<file path="config.mk">
export PLATFORM = sky130hd
export DESIGN_NAME = cache_control
export DESIGN_NICKNAME = d
export VERILOG_FILES = /design/src/rtl/cache_ctrl_pkg.sv /design/src/rtl/sat_counter.sv /design/src/rtl/cache_control.sv
export SDC_FILE = /design/constraint.sdc
export NUM_CORES = 1
export LEC_CHECK = 0
export ABC_CLOCK_PERIOD_IN_PS = 5740
export BUFFER_PORTS_ARGS = -buffer_cell sky130_fd_sc_hd__buf_2
export CAP_MARGIN = 15
export CORE_ASPECT_RATIO = 1.2
export CORE_MARGIN = 2
export CORE_UTILIZATION = 51
export CTS_BUF_LIST = sky130_fd_sc_hd__clkbuf_4 sky130_fd_sc_hd__clkbuf_8
export DETAILED_ROUTE_END_ITERATION = 16
export PLACE_DENSITY = 0.78
export SETUP_SLACK_MARGIN = 0.2
export SLEW_MARGIN = 20
export SYNTH_ARGS = -nofsm -noshare
export SYNTH_HDL_FRONTEND = slang
export SYNTH_SLANG_ARGS = --single-unit
</file>
<file path="constraint.sdc">
create_clock -name clk -period 5.74 [get_ports clk]
set_input_delay 0 -clock clk [delete_from_list [all_inputs] [get_ports clk]]
set_output_delay 0 -clock clk [all_outputs]
set_load 0.05 [all_outputs]
</file>
<file path="src/rtl/cache_ctrl_pkg.sv">
`default_nettype none
// ============================================================================
// Module : cache_ctrl_pkg
// Brief  : Shared state encoding and select constants for the L1 cache control.
// Rev    : 1.0  initial release
// ============================================================================
package cache_ctrl_pkg;

    typedef enum logic [1:0] {
        S_IDLE = 2'd0,
        S_WB   = 2'd1,
        S_FILL = 2'd2
    } state_t;

    localparam logic ADDR_SEL_CPU = 1'b0;
    localparam logic ADDR_SEL_WB  = 1'b1;
    localparam logic SRC_CPU      = 1'b0;
    localparam logic SRC_PMEM     = 1'b1;

endpackage
`default_nettype wire

</file>
<file path="src/rtl/sat_counter.sv">
`default_nettype none
// ============================================================================
// Module : sat_counter
// Brief  : Up-counter that holds at all-ones instead of wrapping.
// Rev    : 1.0  initial release
// ============================================================================
module sat_counter #(
    parameter int W = 32
) (
    input  logic         clk,
    input  logic         rst_n,
    input  logic         inc,
    output logic [W-1:0] count
);

    logic [W-1:0] r_count;

    always_ff @(posedge clk or negedge rst_n) begin
        if (!rst_n) begin
            r_count <= '0;
        end else if (inc && (r_count != {W{1'b1}})) begin
            r_count <= r_count + 1'b1;
        end
    end

    assign count = r_count;

endmodule
`default_nettype wire

</file>
<file path="src/rtl/cache_control.sv">
`default_nettype none
// ============================================================================
// Module : cache_control
// Brief  : Control FSM for a 2-way set-associative write-back L1 cache.
// Rev    : 1.0  initial release
// ============================================================================
module cache_control
    import cache_ctrl_pkg::*;
#(
    parameter int CNT_W = 32
) (
    input  logic             clk,
    input  logic             rst_n,
    input  logic             mem_read,
    input  logic             mem_write,
    input  logic             hit0,
    input  logic             hit1,
    input  logic             valid0,
    input  logic             valid1,
    input  logic             dirty0,
    input  logic             dirty1,
    input  logic             lru_out,
    input  logic             pmem_resp,
    output logic             mem_resp,
    output logic             load_lru,
    output logic             lru_in,
    output logic             load_data0,
    output logic             load_data1,
    output logic             data_src_sel,
    output logic             set_dirty0,
    output logic             set_dirty1,
    output logic             load_line0,
    output logic             load_line1,
    output logic             pmem_read,
    output logic             pmem_write,
    output logic             pmem_addr_sel,
    output logic             wb_way,
    output logic [CNT_W-1:0] hit_count,
    output logic [CNT_W-1:0] miss_count
);

    state_t r_state;
    state_t w_next;
    logic   r_victim;
    logic   r_retry;

    logic   w_req;
    logic   w_hit;
    logic   w_hway;
    logic   w_victim_wb;
    logic   w_hit_inc;
    logic   w_miss_inc;
    logic   w_fill_done;

    assign w_req       = mem_read | mem_write;
    assign w_hit       = hit0 | hit1;
    assign w_hway      = hit0 ? 1'b0 : 1'b1;
    assign w_victim_wb = lru_out ? (valid1 & dirty1) : (valid0 & dirty0);

    always_ff @(posedge clk or negedge rst_n) begin
        if (!rst_n) begin
            r_state  <= S_IDLE;
            r_victim <= 1'b0;
            r_retry  <= 1'b0;
        end else begin
            r_state <= w_next;
            if (r_state == S_IDLE && w_req) begin
                r_retry <= 1'b0;
                if (!w_hit) begin
                    r_victim <= lru_out;
                end
            end else if (w_fill_done) begin
                r_retry <= 1'b1;
            end
        end
    end

    // Everything is gated by rst_n so pmem requests drop the moment reset asserts.
    always_comb begin
        w_next        = r_state;
        mem_resp      = 1'b0;
        load_lru      = 1'b0;
        lru_in        = 1'b0;
        load_data0    = 1'b0;
        load_data1    = 1'b0;
        data_src_sel  = SRC_CPU;
        set_dirty0    = 1'b0;
        set_dirty1    = 1'b0;
        load_line0    = 1'b0;
        load_line1    = 1'b0;
        pmem_read     = 1'b0;
        pmem_write    = 1'b0;
        pmem_addr_sel = ADDR_SEL_CPU;
        wb_way        = 1'b0;
        w_hit_inc     = 1'b0;
        w_miss_inc    = 1'b0;
        w_fill_done   = 1'b0;

        if (rst_n) begin
            case (r_state)
                S_IDLE: begin
                    if (w_req && w_hit) begin
                        mem_resp  = 1'b1;
                        load_lru  = 1'b1;
                        lru_in    = w_hway;
                        w_hit_inc = ~r_retry;
                        if (mem_write) begin
                            data_src_sel = SRC_CPU;
                            load_data0   = ~w_hway;
                            load_data1   = w_hway;
                            set_dirty0   = ~w_hway;
                            set_dirty1   = w_hway;
                        end
                    end else if (w_req) begin
                        w_miss_inc = 1'b1;
                        w_next     = w_victim_wb ? S_WB : S_FILL;
                    end
                end
                S_WB: begin
                    pmem_write    = 1'b1;
                    pmem_addr_sel = ADDR_SEL_WB;
                    wb_way        = r_victim;
                    if (pmem_resp) begin
                        w_next = S_FILL;
                    end
                end
                S_FILL: begin
                    pmem_read     = 1'b1;
                    pmem_addr_sel = ADDR_SEL_CPU;
                    if (pmem_resp) begin
                        // Line is installed here; the request completes as a hit next cycle.
                        w_fill_done  = 1'b1;
                        data_src_sel = SRC_PMEM;
                        load_line0   = ~r_victim;
                        load_line1   = r_victim;
                        load_data0   = ~r_victim;
                        load_data1   = r_victim;
                        w_next       = S_IDLE;
                    end
                end
                default: begin
                    w_next = S_IDLE;
                end
            endcase
        end
    end

    sat_counter #(.W(CNT_W)) u_hit_cnt (
        .clk   (clk),
        .rst_n (rst_n),
        .inc   (w_hit_inc),
        .count (hit_count)
    );

    sat_counter #(.W(CNT_W)) u_miss_cnt (
        .clk   (clk),
        .rst_n (rst_n),
        .inc   (w_miss_inc),
        .count (miss_count)
    );

endmodule
`default_nettype wire

</file>
Yosys cells after proc, flatten, opt, wreduce, memory -nomap -nowiden
Cells that the tools add are included.
W data, S select, Z words.
Storage, ports and cells
  output and inout bits: 78
  logic and storage cells: 80
  flip-flop bits (word level): 68
Operators by class
  reduce and logical (&&, ||, !) cells: 8
  add/sub/neg operators: 2
  equal/unequal tests: 8
  muxes and demuxes: 50
  bitwise gates (word level): 7
Operator list (count)
  $add A32 B1 Y32 const B: 2
  $ne A32 B32 Y1 const B: 2
  $mux W1: 42
  $mux W2: 5
  $ne A2 B2 Y1 const B: 4
  $pmux W2 S3: 1
  $reduce_and A5 Y1: 1
  $logic_and A1 B1 Y1: 4
  $pmux W1 S2: 2
  $not A1 Y1: 3
  $and A1 B1 Y1: 2
  $eq A2 B1 Y1 const B: 1
  $eq A2 B2 Y1 const B: 1
  $logic_not A2 Y1: 1
  $or A1 B1 Y1: 2
  $reduce_and A2 Y1: 1
  $reduce_bool A2 Y1: 1

Depth between registers and ports, before layout
Gate-level depths: netlist of the first run.
  depth in word-level cells: 6
  depth in mapped cells: 7

Hierarchy
Synthesis of the first run repeated with hierarchy kept, for this count alone.
Unflattened totals
  cells, all modules: 343
  area, all modules: 3592.2 µm²
By module, submodules not included
  sat_counter (u_hit_cnt): sequential area each 800.8 µm², area an instance 1624.1 µm², cells each 151, instances 1
  sat_counter (u_miss_cnt): sequential area each 800.8 µm², area an instance 1617.8 µm², cells each 153, instances 1
  cache_control: sequential area each 100.1 µm², area an instance 350.3 µm², cells each 39, instances 1

Worst setup path before layout of the first run
No wires, ideal clock.
  path kind: register to output
  start: register r_state[1]
  end: output load_data1
  setup slack: 2.757 ns
  cell stages (with the launch flop): 7
  arrival time: 2.983 ns
  path buffers: 0
  path through: dfrtp_1 > or2_4 > nor2_1 > nand2_1 > nor3_1 > and2_1 > or2_2
Between the ends
  cells in the longest elaborated chain, start to end: 3
Ends and longest elaborated chain
  from (decl): line cache_control.sv:42  | state_t r_state;
  from (signal assigned): line cache_control.sv:66  | r_state <= w_next;
  $eq A2 B2 Y1 or $logic_not A2 Y1 (tied branches): line cache_control.sv:100  | case (r_state)
  $pmux W1 S2 *: line cache_control.sv:100
  $mux W1 *: line cache_control.sv:99  | if (rst_n) begin
  to (decl): line cache_control.sv:28  | output logic load_data1,
Every way passes the cells marked *; elsewhere a longest branch is shown, timed or not.

Final worst setup path of the first run
  start: input rst_n
  end: register u_hit_cnt.r_count[30] (netlist: u_hit_cnt.count[30])
Between the ends
  cells in the longest elaborated chain, start to end: 2
Ends and longest elaborated chain
  from (decl): line cache_control.sv:13  | input logic rst_n,
  $mux W1: line cache_control.sv:99
  $logic_and A1 B1 Y1: line sat_counter.sv:21  | end else if (inc && (r_count != {W{1'b1}})) begin
  to (signal assigned): line sat_counter.sv:22  | r_count <= r_count + 1'b1;
  to (decl): line sat_counter.sv:16  | logic [W-1:0] r_count;
No other way between the ends.
A chain may end at the register's enable or synchronous reset.

==> flow_metrics.py, run 1 <==
metrics = {
    "critical_path": {
        "critical_path_peak_fanout": 57,
        "cp-end-kind": "register",
        "r2r_start": "u_miss_cnt.count[0]",
        "r2r-end": "u_miss_cnt.count[1]",
        "crit_required_ns": 6.02,
        "crit_type": "in2reg",
        "path_cells": "dlygate4sd3_1, buf_2, buf_4, o21ai_0, or4_4, nor2_1, nand3_1, nor3_1, xnor2_1",
        "cp-startpoint": "rst_n",
        "cp-start-kind": "primary input",
        "critPathMaxStageDelay_ns": 0.62,
        "cpMaxStageDelayCell": "buf_4",
        "arrival_ns": 3.16,
        "critical_path.top_delay_family": "buffers and inverters",
        "timing.critical_path.buf_inv": 3,
        "worstRegToRegCells": 6,
        "rrSetupSlack_ns": 3.22,
    },
    "layout": {
        "mostFrequentLayoutCells": "buf_2 (89), dfrtp_1 (68), xnor2_1 (40)",
        "final_common_cell": "buf_2",
        "nets": 438,
        "multi_input_area_um2": 1620,
        "fillCellCount": 541,
        "area_growth_syn_to_layout_pct": 22.7,
        "num_antenna_cells": 0,
        "seqCellArea_um2": 1700,
        "utilization": 0.646,
        "drive_gt1_frac": 0.287,
    },
    "global_routing": {
        "grt_max_degree": 58,
        "grt_pass1_wl_mm": 12.6,
        "gr-total-overflow": 0,
        "grtUsageTotal": 0.218,
        "antenna_found_initial": 0,
        "grt_pass1_vias": 2746,
    },
    "synth": {
        "avgSynthCellArea_um2": 10.3,
        "synth_cell_types": 45,
        "yosysWarnings": 0,
        "ys_seq_elements": 68,
        "synth_cells": 327,
        "ys_seq_area_frac": 0.505,
        "synth_edf_count": 0,
        "syn_nets": 341,
        "syn_area_um2": 3370,
        "synth_ff_type": "dfrtp_1",
        "async_reset_ff_frac": 1.00,
    },
    "floorplanning": {
        "die_h_um": 93.1,
        "coreArea_um2": 6410,
        "dieArea_um2": 7280,
        "num_io_pins": 90,
        "start_util": 0.526,
        "rows": 32,
        "die_x_um": 78.2,
    },
    "detailed_routing": {
        "dr.pass1.iters": 4,
        "num_vias": 2775,
        "antenna_left": 0,
        "drt-initial-drc-count": 134,
        "routed_wl_mm": 7.21,
        "avgViaCountPerCell": 5.40,
        "post-route-drc-count": 0,
        "avgRoutedWirePerCell_um": 14.0,
    },
    "timing": {
        "setup_viol": 0,
        "max_freq_ghz": 0.347,
        "finalHoldViolCount": 0,
        "timing.final.crit_share": 0.503,
        "tightest_slew_ns": 0.655,
        "skew_ns": 0.00895,
        "timing.slew.headroom": 0.559,
        "finalCriticalPeriod_ns": 2.89,
        "setup_tns_ns": 0,
        "slew_violations": 0,
        "rsz0062_at_grt": "false",
    },
    "placed_design": {
        "gp_congestion": 0.850,
        "io_buffer_count": 89,
        "hpwl_mm": 5.23,
    },
    "min_path": {
        "min_from": "pmem_resp",
        "holdCritPathClass": "in2reg",
        "holdPathEnd": "r_state[1]",
        "holdPathStages": 4,
    },
    "power": {
        "p_leak_nw": 2.05,
        "peakVddDrop_v": 0.000267,
        "power_density_nw_per_um2": 305,
    },
    "clocking": {
        "cts_hold_buf": 2,
        "cts_resized": 0,
        "cts_buffers": 9,
        "insertion_delay_ns": 0.35,
        "cts_tree": "built",
        "cts_buffer_depth": 2,
        "cts_root_buffer": "clkbuf_8",
        "clk_pin_slew_ns": 0.07,
        "cts_sinks": 68,
        "post-cts-setup-buffer-count": 0,
        "ctsHtreeMaxLevel": 3,
    },
    "job": {
        "max-cap-violations": 0,
    },
    "status": {
        "status": "finished clean",
    },
}
state kept, by name (all words and copies together) (netlist names):
register,cells
u_hit_cnt.count,32
u_miss_cnt.count,32
r_state,2
r_retry,1
r_victim,1
synthesized netlist by cell type (4+ instances only):
master,n,area (µm²)
dfrtp_1,68,1700
xnor2_1,40,350
nand3_1,34,170
nor2_1,31,116
nand2_1,25,93.8
nand4_1,20,125
xor2_1,18,158
nor3_1,10,50.1
and3_1,9,56.3
and2_1,7,43.8
inv_1,7,26.3
and4_1,4,35.0
o21ai_0,4,20.0
through the flow:
step / cells / worst slack (ns) / power (mW) / cell area [µm²] / hold WS [ns]
2_1_floorplan: 327 / 2.76 / 0.785 / 3370 / -0.296
3_3_place_gp: 496 / 3.05 / 0.856 / 3910 / -0.0303
3_5_place_dp: 496 / 2.95 / 0.865 / 3910 / -0.0142
4_1_cts: 514 / 2.79 / 1.27 / 4140 / 0.0156
5_1_grt: 514 / 2.47 / 1.32 / 4140 / 0.0399
6_report: 514 / 2.85 / 1.26 / 4140 / 0.0210
cell type report:
class,instances,area share
Tap cell,85,0.0257
Clock buffer,12,0.0384
Multi-Input combinational cell,245,0.391
Inverter,7,0.00635
Timing Repair Buffer,93,0.116
Clock inverter,4,0.0115
Sequential cell,68,0.411
cells by family (layout without fill, tap and decap cells):
| logic type | after synthesis | after routing | share of synthesized area |
|---|---|---|---|
| AOI/OAI and AO/OA | 15 | 15 | 0.0349 |
| buffers and inverters | 14 | 116 | 0.0182 |
| xor gates and xnor gates | 58 | 58 | 0.151 |
| and+or+nand+nor | 166 | 166 | 0.271 |
| adders and majority gates | 2 | 2 | 0.00742 |
| muxes | 4 | 4 | 0.0130 |
| DFF | 68 | 68 | 0.505 |
worst max-delay path by stage:
stage,slack (ns),end,depth (start not counted)
floorplan,2.76,load_data1,6
CTS,2.79,u_hit_cnt.count[21],9
finish,2.85,u_hit_cnt.count[30],9
global placement,3.05,u_hit_cnt.count[27],8
global route,2.47,u_hit_cnt.count[30],9
detailed placement,2.95,u_hit_cnt.count[21],8
layer usage:
| metal | vias up | GRT usage | share of wire |
|---|---|---|---|
| li1 | 1342 | - | - |
| met5 | - | 0 | 0 |
| met3 | 11 | 0.0521 | 0.049 |
| met4 | 0 | 0.0980 | 0.018 |
| met2 | 71 | 0.358 | 0.50 |
| met1 | 1351 | 0.273 | 0.44 |
tightest hold or removal path, cell delays in order:
cell and delay [ns]:
buf_2 0.12, o21ai_0 0.08, nand2_1 0.07, o31ai_1 0.05
power breakdown:
group / switching, mW / internal, mW
Sequential: 0.0503 / 0.517
Combinational: 0.210 / 0.0765
Clock: 0.179 / 0.228
Power figures use the tool's default switching activity.
==> inputs of run 2 (changes only) <==
--- a/config.mk
+++ b/config.mk
@@ -5,7 +5,8 @@
 export SDC_FILE = /design/constraint.sdc
 export NUM_CORES = 1
 export LEC_CHECK = 0
-export ABC_CLOCK_PERIOD_IN_PS = 5740
+export ABC_AREA = 1
+export ABC_CLOCK_PERIOD_IN_PS = 2600
 export BUFFER_PORTS_ARGS = -buffer_cell sky130_fd_sc_hd__buf_2
 export CAP_MARGIN = 15
 export CORE_ASPECT_RATIO = 1.2
@@ -13,7 +14,7 @@
 export CORE_UTILIZATION = 51
 export CTS_BUF_LIST = sky130_fd_sc_hd__clkbuf_4 sky130_fd_sc_hd__clkbuf_8
 export DETAILED_ROUTE_END_ITERATION = 16
-export PLACE_DENSITY = 0.78
+export PLACE_DENSITY = 0.77
 export SETUP_SLACK_MARGIN = 0.2
 export SLEW_MARGIN = 20
 export SYNTH_ARGS = -nofsm -noshare
==> constraint.sdc (replaced) <==
create_clock -name clk -period 2.6 [get_ports clk]
set_input_delay 0 -clock clk [delete_from_list [all_inputs] [get_ports clk]]
set_output_delay 0 -clock clk [all_outputs]
set_load 0.05 [all_outputs]
==> flow_metrics.py, run 2 <==
metrics = {
    "placed_design": {
        "placedCellCount": 943,
        "io_buffer_count": 89,
        "gp_congestion": 0.962,
        "hpwl_mm": 9.09,
    },
    "critical_path": {
        "crit_type": "reg2reg",
        "crit_required_ns": 2.90,
        "r2r-end": "u_hit_cnt.count[14]",
        "r2r_start": "u_hit_cnt.count[0]",
        "worstRegToRegCells": 8,
        "rrSetupSlack_ns": 0.60,
        "cp-start-kind": "register",
        "critical_path_peak_fanout": 27,
        "arrival_ns": 2.30,
        "cp-end-kind": "register",
    },
    "power": {
        "power_density_nw_per_um2": 518,
        "switchingPower_mw": 1.10,
        "sw_frac_of_total": 0.398,
        "power.internal_mw": 1.67,
        "clockPowerShare": 0.284,
        "peakVddDrop_v": 0.000282,
        "p_seq_frac": 0.444,
        "p_comb_frac": 0.273,
        "p_leak_nw": 2.86,
        "total_power_mw": 2.77,
    },
    "detailed_routing": {
        "routed_wl_mm": 12.2,
        "post-route-drc-count": 0,
        "avgViaCountPerCell": 5.00,
        "dr.pass1.iters": 5,
        "num_vias": 4804,
        "avgRoutedWirePerCell_um": 12.7,
        "drt-initial-drc-count": 254,
        "antenna_left": 0,
    },
    "floorplanning": {
        "num_io_pins": 90,
        "rows": 38,
        "dieArea_um2": 9910,
        "coreArea_um2": 8940,
        "die_x_um": 91.2,
        "die_h_um": 109,
        "start_util": 0.521,
    },
    "job": {
        "max-cap-violations": 0,
    },
    "layout": {
        "mostFrequentLayoutCells": "nand2_1 (380), nor2_1 (117), buf_2 (89)",
        "final_common_cell": "nand2_1",
        "nets": 850,
        "num_antenna_cells": 0,
        "stdcell_count": 960,
        "drive_gt1_frac": 0.148,
        "area_growth_syn_to_layout_pct": 15.0,
    },
    "timing": {
        "finalHoldViolCount": 0,
        "timing.final.crit_share": 0.770,
        "timing.slew.headroom": 0.412,
        "setup_tns_ns": 0,
        "finalCriticalPeriod_ns": 2.00,
        "skew_ns": 0.0146,
        "rsz0062_at_grt": "false",
        "setup_viol": 0,
        "slew_violations": 0,
        "max_freq_ghz": 0.499,
        "tightest_slew_ns": 0.883,
    },
    "synth": {
        "syn_area_um2": 4660,
        "yosysWarnings": 0,
        "synth_edf_count": 0,
        "synth_cells": 744,
        "ys_top_cells_by_area": "dfrtp_1 (37%), nand2_1 (31%), nor2_1 (9.4%), inv_1 (4.8%), nand3_1 (4.3%)",
        "ys_seq_area_frac": 0.365,
        "synth_top_area_cell": "dfrtp_1",
        "synth.most_common_cell": "nand2_1",
        "ys_seq_elements": 68,
        "synth_cell_types": 27,
        "avgSynthCellArea_um2": 6.26,
        "synth_top_area_frac": 0.365,
        "syn_nets": 758,
        "yosys-top-cells-count": "nand2_1 (380), nor2_1 (117), dfrtp_1 (68)",
        "async_reset_ff_frac": 1.00,
        "synth_ff_type": "dfrtp_1",
    },
    "clocking": {
        "cts_tree": "built",
        "post-cts-setup-buffer-count": 0,
        "clk_pin_slew_ns": 0.08,
        "cts_sinks": 68,
        "insertion_delay_ns": 0.37,
        "ctsHtreeMaxLevel": 3,
        "cts_root_buffer": "clkbuf_8",
        "cts_buffers": 9,
        "cts_buffer_depth": 2,
    },
    "status": {
        "status": "finished clean",
    },
    "min_path": {
        "holdPathEnd": "r_state[0]",
        "holdPathStages": 5,
        "min_from": "dirty0",
        "holdCritPathClass": "in2reg",
    },
    "global_routing": {
        "grtUsageTotal": 0.258,
        "grt_pass1_wl_mm": 20.4,
        "antenna_found_initial": 0,
        "grt_pass1_vias": 4606,
        "gr-total-overflow": 0,
        "grt_max_degree": 70,
    },
}
run 2: power by group through the flow:
stage                     Sequential [mW]  Clock (mW)  Combinational [mW]
final                                1.23       0.787               0.757
after CTS                            1.23       0.794               0.761
after global placement               1.24           0               0.746
after detailed placement             1.25           0               0.757
after global routing                 1.24       0.850               0.832
after floorplan                      1.39           0               0.459
run 2: how the worst max path moves through the flow:
stage,slack (ns),from,end,depth (start not counted)
6_report,0.60,u_hit_cnt.count[0],u_hit_cnt.count[14],8
5_1_grt,0.42,u_hit_cnt.count[0],u_hit_cnt.count[7],8
4_1_cts,0.27,u_hit_cnt.count[0],u_hit_cnt.count[14],8
3_5_place_dp,0.29,u_hit_cnt.count[0],u_hit_cnt.count[14],8
3_3_place_gp,0.41,u_hit_cnt.count[0],u_hit_cnt.count[13],8
2_1_floorplan,0.37,r_state[0],load_data1,3
run 2: routing by layer:
metal / track usage / vias to the layer above / share of wire
met2: 0.450 / 131 / 0.50
met3: 0.0442 / 31 / 0.046
li1: - / 2435 / -
met1: 0.305 / 2207 / 0.42
met4: 0.142 / 0 / 0.038
met5: 0 / - / 0
run 2: cells by family (layout without fill, tap and decap cells):
logic type / after synthesis / after routing / share of synthesized area
AND/OR/NAND/NOR: 558 / 558 / 0.485
XOR/XNOR: 29 / 29 / 0.0546
buffers and inverters: 74 / 170 / 0.0723
AO/OA/AOI/OAI: 13 / 13 / 0.0177
flip-flops: 68 / 68 / 0.365
adder cells (fa/ha/maj): 2 / 2 / 0.00537
run 2: metrics by stage:
step	hold slack [ns]	area (µm²)	util	worst slack [ns]
floorplan	-0.296	4660	-	0.366
global placement	0.294	5160	0.578	0.413
CTS	0.0433	5350	0.598	0.272
global route	0.0617	5350	0.599	0.417
detailed placement	0.311	5160	0.578	0.286
finish	0.0362	5350	0.599	0.598
run 2: area by class of cell:
| class | count | area [µm²] |
|---|---|---|
| Sequential cell | 68 | 1700 |
| Inverter | 63 | 236 |
| Fill cell | 916 | 3590 |
| Clock inverter | 3 | 15.0 |
| Timing Repair Buffer | 92 | 473 |
| Tap cell | 120 | 150 |
| Multi-Input combinational cell | 602 | 2630 |
| Clock buffer | 12 | 146 |
run 2: worst max-delay path, stage by stage (launching register included):
cell,delay (ns)
dfrtp_1,0.44
ha_1,0.31
inv_2,0.11
nor2_4,0.05
nand2_1,0.12
nor2_2,0.08
a21oi_4,0.58
nand2_1,0.14
nand2_1,0.10
run 2: repair_timing:
item	in CTS	in global routing
hold buffers	2	0
gates resized for setup	0	0
endpoints found under the hold margin	69	0
==> inputs of run 3 (changes only) <==
--- a/config.mk
+++ b/config.mk
@@ -6,7 +6,7 @@
 export NUM_CORES = 1
 export LEC_CHECK = 0
 export ABC_AREA = 1
-export ABC_CLOCK_PERIOD_IN_PS = 2600
+export ABC_CLOCK_PERIOD_IN_PS = 1800
 export BUFFER_PORTS_ARGS = -buffer_cell sky130_fd_sc_hd__buf_2
 export CAP_MARGIN = 15
 export CORE_ASPECT_RATIO = 1.2
==> constraint.sdc (replaced) <==
create_clock -name clk -period 1.8 [get_ports clk]
set_input_delay 0 -clock clk [delete_from_list [all_inputs] [get_ports clk]]
set_output_delay 0 -clock clk [all_outputs]
set_load 0.05 [all_outputs]
==> flow_metrics.py, run 3 (synthesis gave the netlist of run 2 again) <==
metrics = {
    "status": {
        "status": "finished clean",
    },
    "detailed_routing": {
        "post-route-drc-count": 0,
        "dr.pass1.iters": 6,
        "avgViaCountPerCell": 5.29,
        "antenna_left": 0,
        "avgRoutedWirePerCell_um": 15.6,
        "routed_wl_mm": 16.2,
        "drt-initial-drc-count": 411,
        "num_vias": 5491,
    },
    "timing": {
        "timing.slew.headroom": 0.562,
        "rsz0062_at_grt": "true",
        "tightest_slew_ns": 0.657,
        "slew_violations": 0,
        "timing.final.crit_share": 0.962,
        "whs_ns": 0.00914,
        "setup_viol": 0,
        "finalHoldViolCount": 0,
        "setup_tns_ns": 0,
        "max_freq_ghz": 0.577,
        "skew_ns": 0.00946,
        "finalCriticalPeriod_ns": 1.73,
    },
    "global_routing": {
        "gr-total-overflow": 0,
        "grt_pass1_vias": 4953,
        "grt_max_degree": 52,
        "grt_pass1_wl_mm": 22.7,
        "antenna_found_initial": 0,
        "grtUsageTotal": 0.292,
    },
    "power": {
        "clockPowerShare": 0.313,
        "power_density_nw_per_um2": 783,
        "peakVddDrop_v": 0.000489,
        "p_seq_frac": 0.339,
        "sw_frac_of_total": 0.379,
        "p_leak_nw": 3.28,
        "power.internal_mw": 3.29,
        "switchingPower_mw": 2.01,
        "p_comb_frac": 0.348,
    },
    "critical_path": {
        "cp-start-kind": "register",
        "cp-end-kind": "register",
        "worstRegToRegCells": 8,
        "r2r-end": "u_hit_cnt.count[8]",
        "crit_type": "reg2reg",
        "crit_required_ns": 2.10,
        "arrival_ns": 2.03,
        "rrSetupSlack_ns": 0.07,
        "r2r_start": "u_hit_cnt.count[8]",
        "critical_path_peak_fanout": 7,
    },
    "layout": {
        "utilization": 0.757,
        "mostFrequentLayoutCells": "nand2_1 (337), nor2_1 (86), buf_2 (79)",
        "num_antenna_cells": 0,
        "drive_gt1_frac": 0.383,
        "design_area_um2": 6770,
        "stdcell_count": 1038,
        "final_common_cell": "nand2_1",
        "area_growth_syn_to_layout_pct": 45.4,
        "nets": 927,
    },
    "min_path": {
        "holdPathEnd": "r_state[0]",
        "min_from": "dirty0",
        "holdPathStages": 5,
        "holdCritPathClass": "in2reg",
    },
    "placed_design": {
        "hpwl_mm": 9.28,
        "placedCellCount": 954,
        "gp_congestion": 1.00,
        "io_buffer_count": 89,
        "placed_area_um2": 5440,
    },
    "clocking": {
        "cts_buffer_depth": 2,
        "cts_tree": "built",
        "ctsHtreeMaxLevel": 3,
        "cts_buffers": 9,
        "insertion_delay_ns": 0.37,
        "clk_pin_slew_ns": 0.08,
        "cts_sinks": 68,
        "cts_root_buffer": "clkbuf_8",
    },
    "floorplanning": {
        "die_x_um": 91.2,
        "start_util": 0.521,
        "num_io_pins": 90,
        "rows": 38,
        "dieArea_um2": 9910,
        "coreArea_um2": 8940,
        "die_h_um": 109,
    },
    "job": {
        "max-cap-violations": 0,
    },
}
==> run 3: changes by cell type in the layout (fill, tap and decap cells not counted), moves of 16 or more <==
cell / change
dfrtp_1: -58
dfrtp_2: +58
buf_4: +57
nand2_1: -43
nand2_2: +38
nor2_1: -31
nor2_2: +16
==> run 3: repair_timing <==
action,in CTS,in global routing
hold buffers,2,0
gates resized for setup,37,107
setup endpoints to repair,64,76
hold endpoints to repair,19,0
setup buffers,22,34
pin swaps,20,59
gates cloned,6,4
==> run 3: power groups by stage <==
stage / combinational (mW) / sequential (mW) / clock [mW]
after floorplan: 0.741 / 2.05 / 0
after global placement: 1.21 / 1.83 / 0
after detailed placement: 1.24 / 1.84 / 0
after CTS: 1.52 / 1.79 / 1.65
after global routing: 1.95 / 1.81 / 1.74
final: 1.85 / 1.80 / 1.66
==> run 3: worst max-delay path, cell delays in order (launching register included) <==
cell      delay [ns]
dfrtp_2         0.43
nand2_1         0.10
nor2_1          0.28
nand2_2         0.12
nor2_4          0.13
nand3b_4        0.24
nand2_8         0.19
nand2_1         0.08
nand2_1         0.08
==> run 3: stage by stage <==
step           total power, mW  setup WS [ns]
6_report                  5.30         0.0680
5_1_grt                   5.49        0.00633
3_3_place_gp              3.04         0.0282
3_5_place_dp              3.07        0.00166
4_1_cts                   4.96          0.153
2_1_floorplan             2.79          0.150
==> run 3: layout make-up <==
class	instances	area (µm²)
repair buffers	159	1110
clock buffers	11	151
clock inverters	5	106
flip-flops and latches	68	1770
inverters	63	250
well taps	120	150
fillers	649	2170
multi-input cells	612	3230
==> run 3: worst max path at each step <==
stage	to	from	cells past startpoint	slack, ns
floorplan	load_data1	r_state[0]	3	0.15
global placement	u_hit_cnt.count[22]	u_hit_cnt.count[0]	8	0.03
detailed placement	u_hit_cnt.count[23]	u_hit_cnt.count[0]	8	0.002
CTS	set_dirty1	r_state[0]	6	0.15
global route	u_hit_cnt.count[8]	u_hit_cnt.count[8]	8	0.006
finish	u_hit_cnt.count[8]	u_hit_cnt.count[8]	8	0.07
==> run 3: metal layers <==
metal / share of wire / global-route usage
met1: 0.36 / 0.327
met3: 0.075 / 0.0387
met2: 0.51 / 0.532
met5: 0 / 0
met4: 0.058 / 0.169
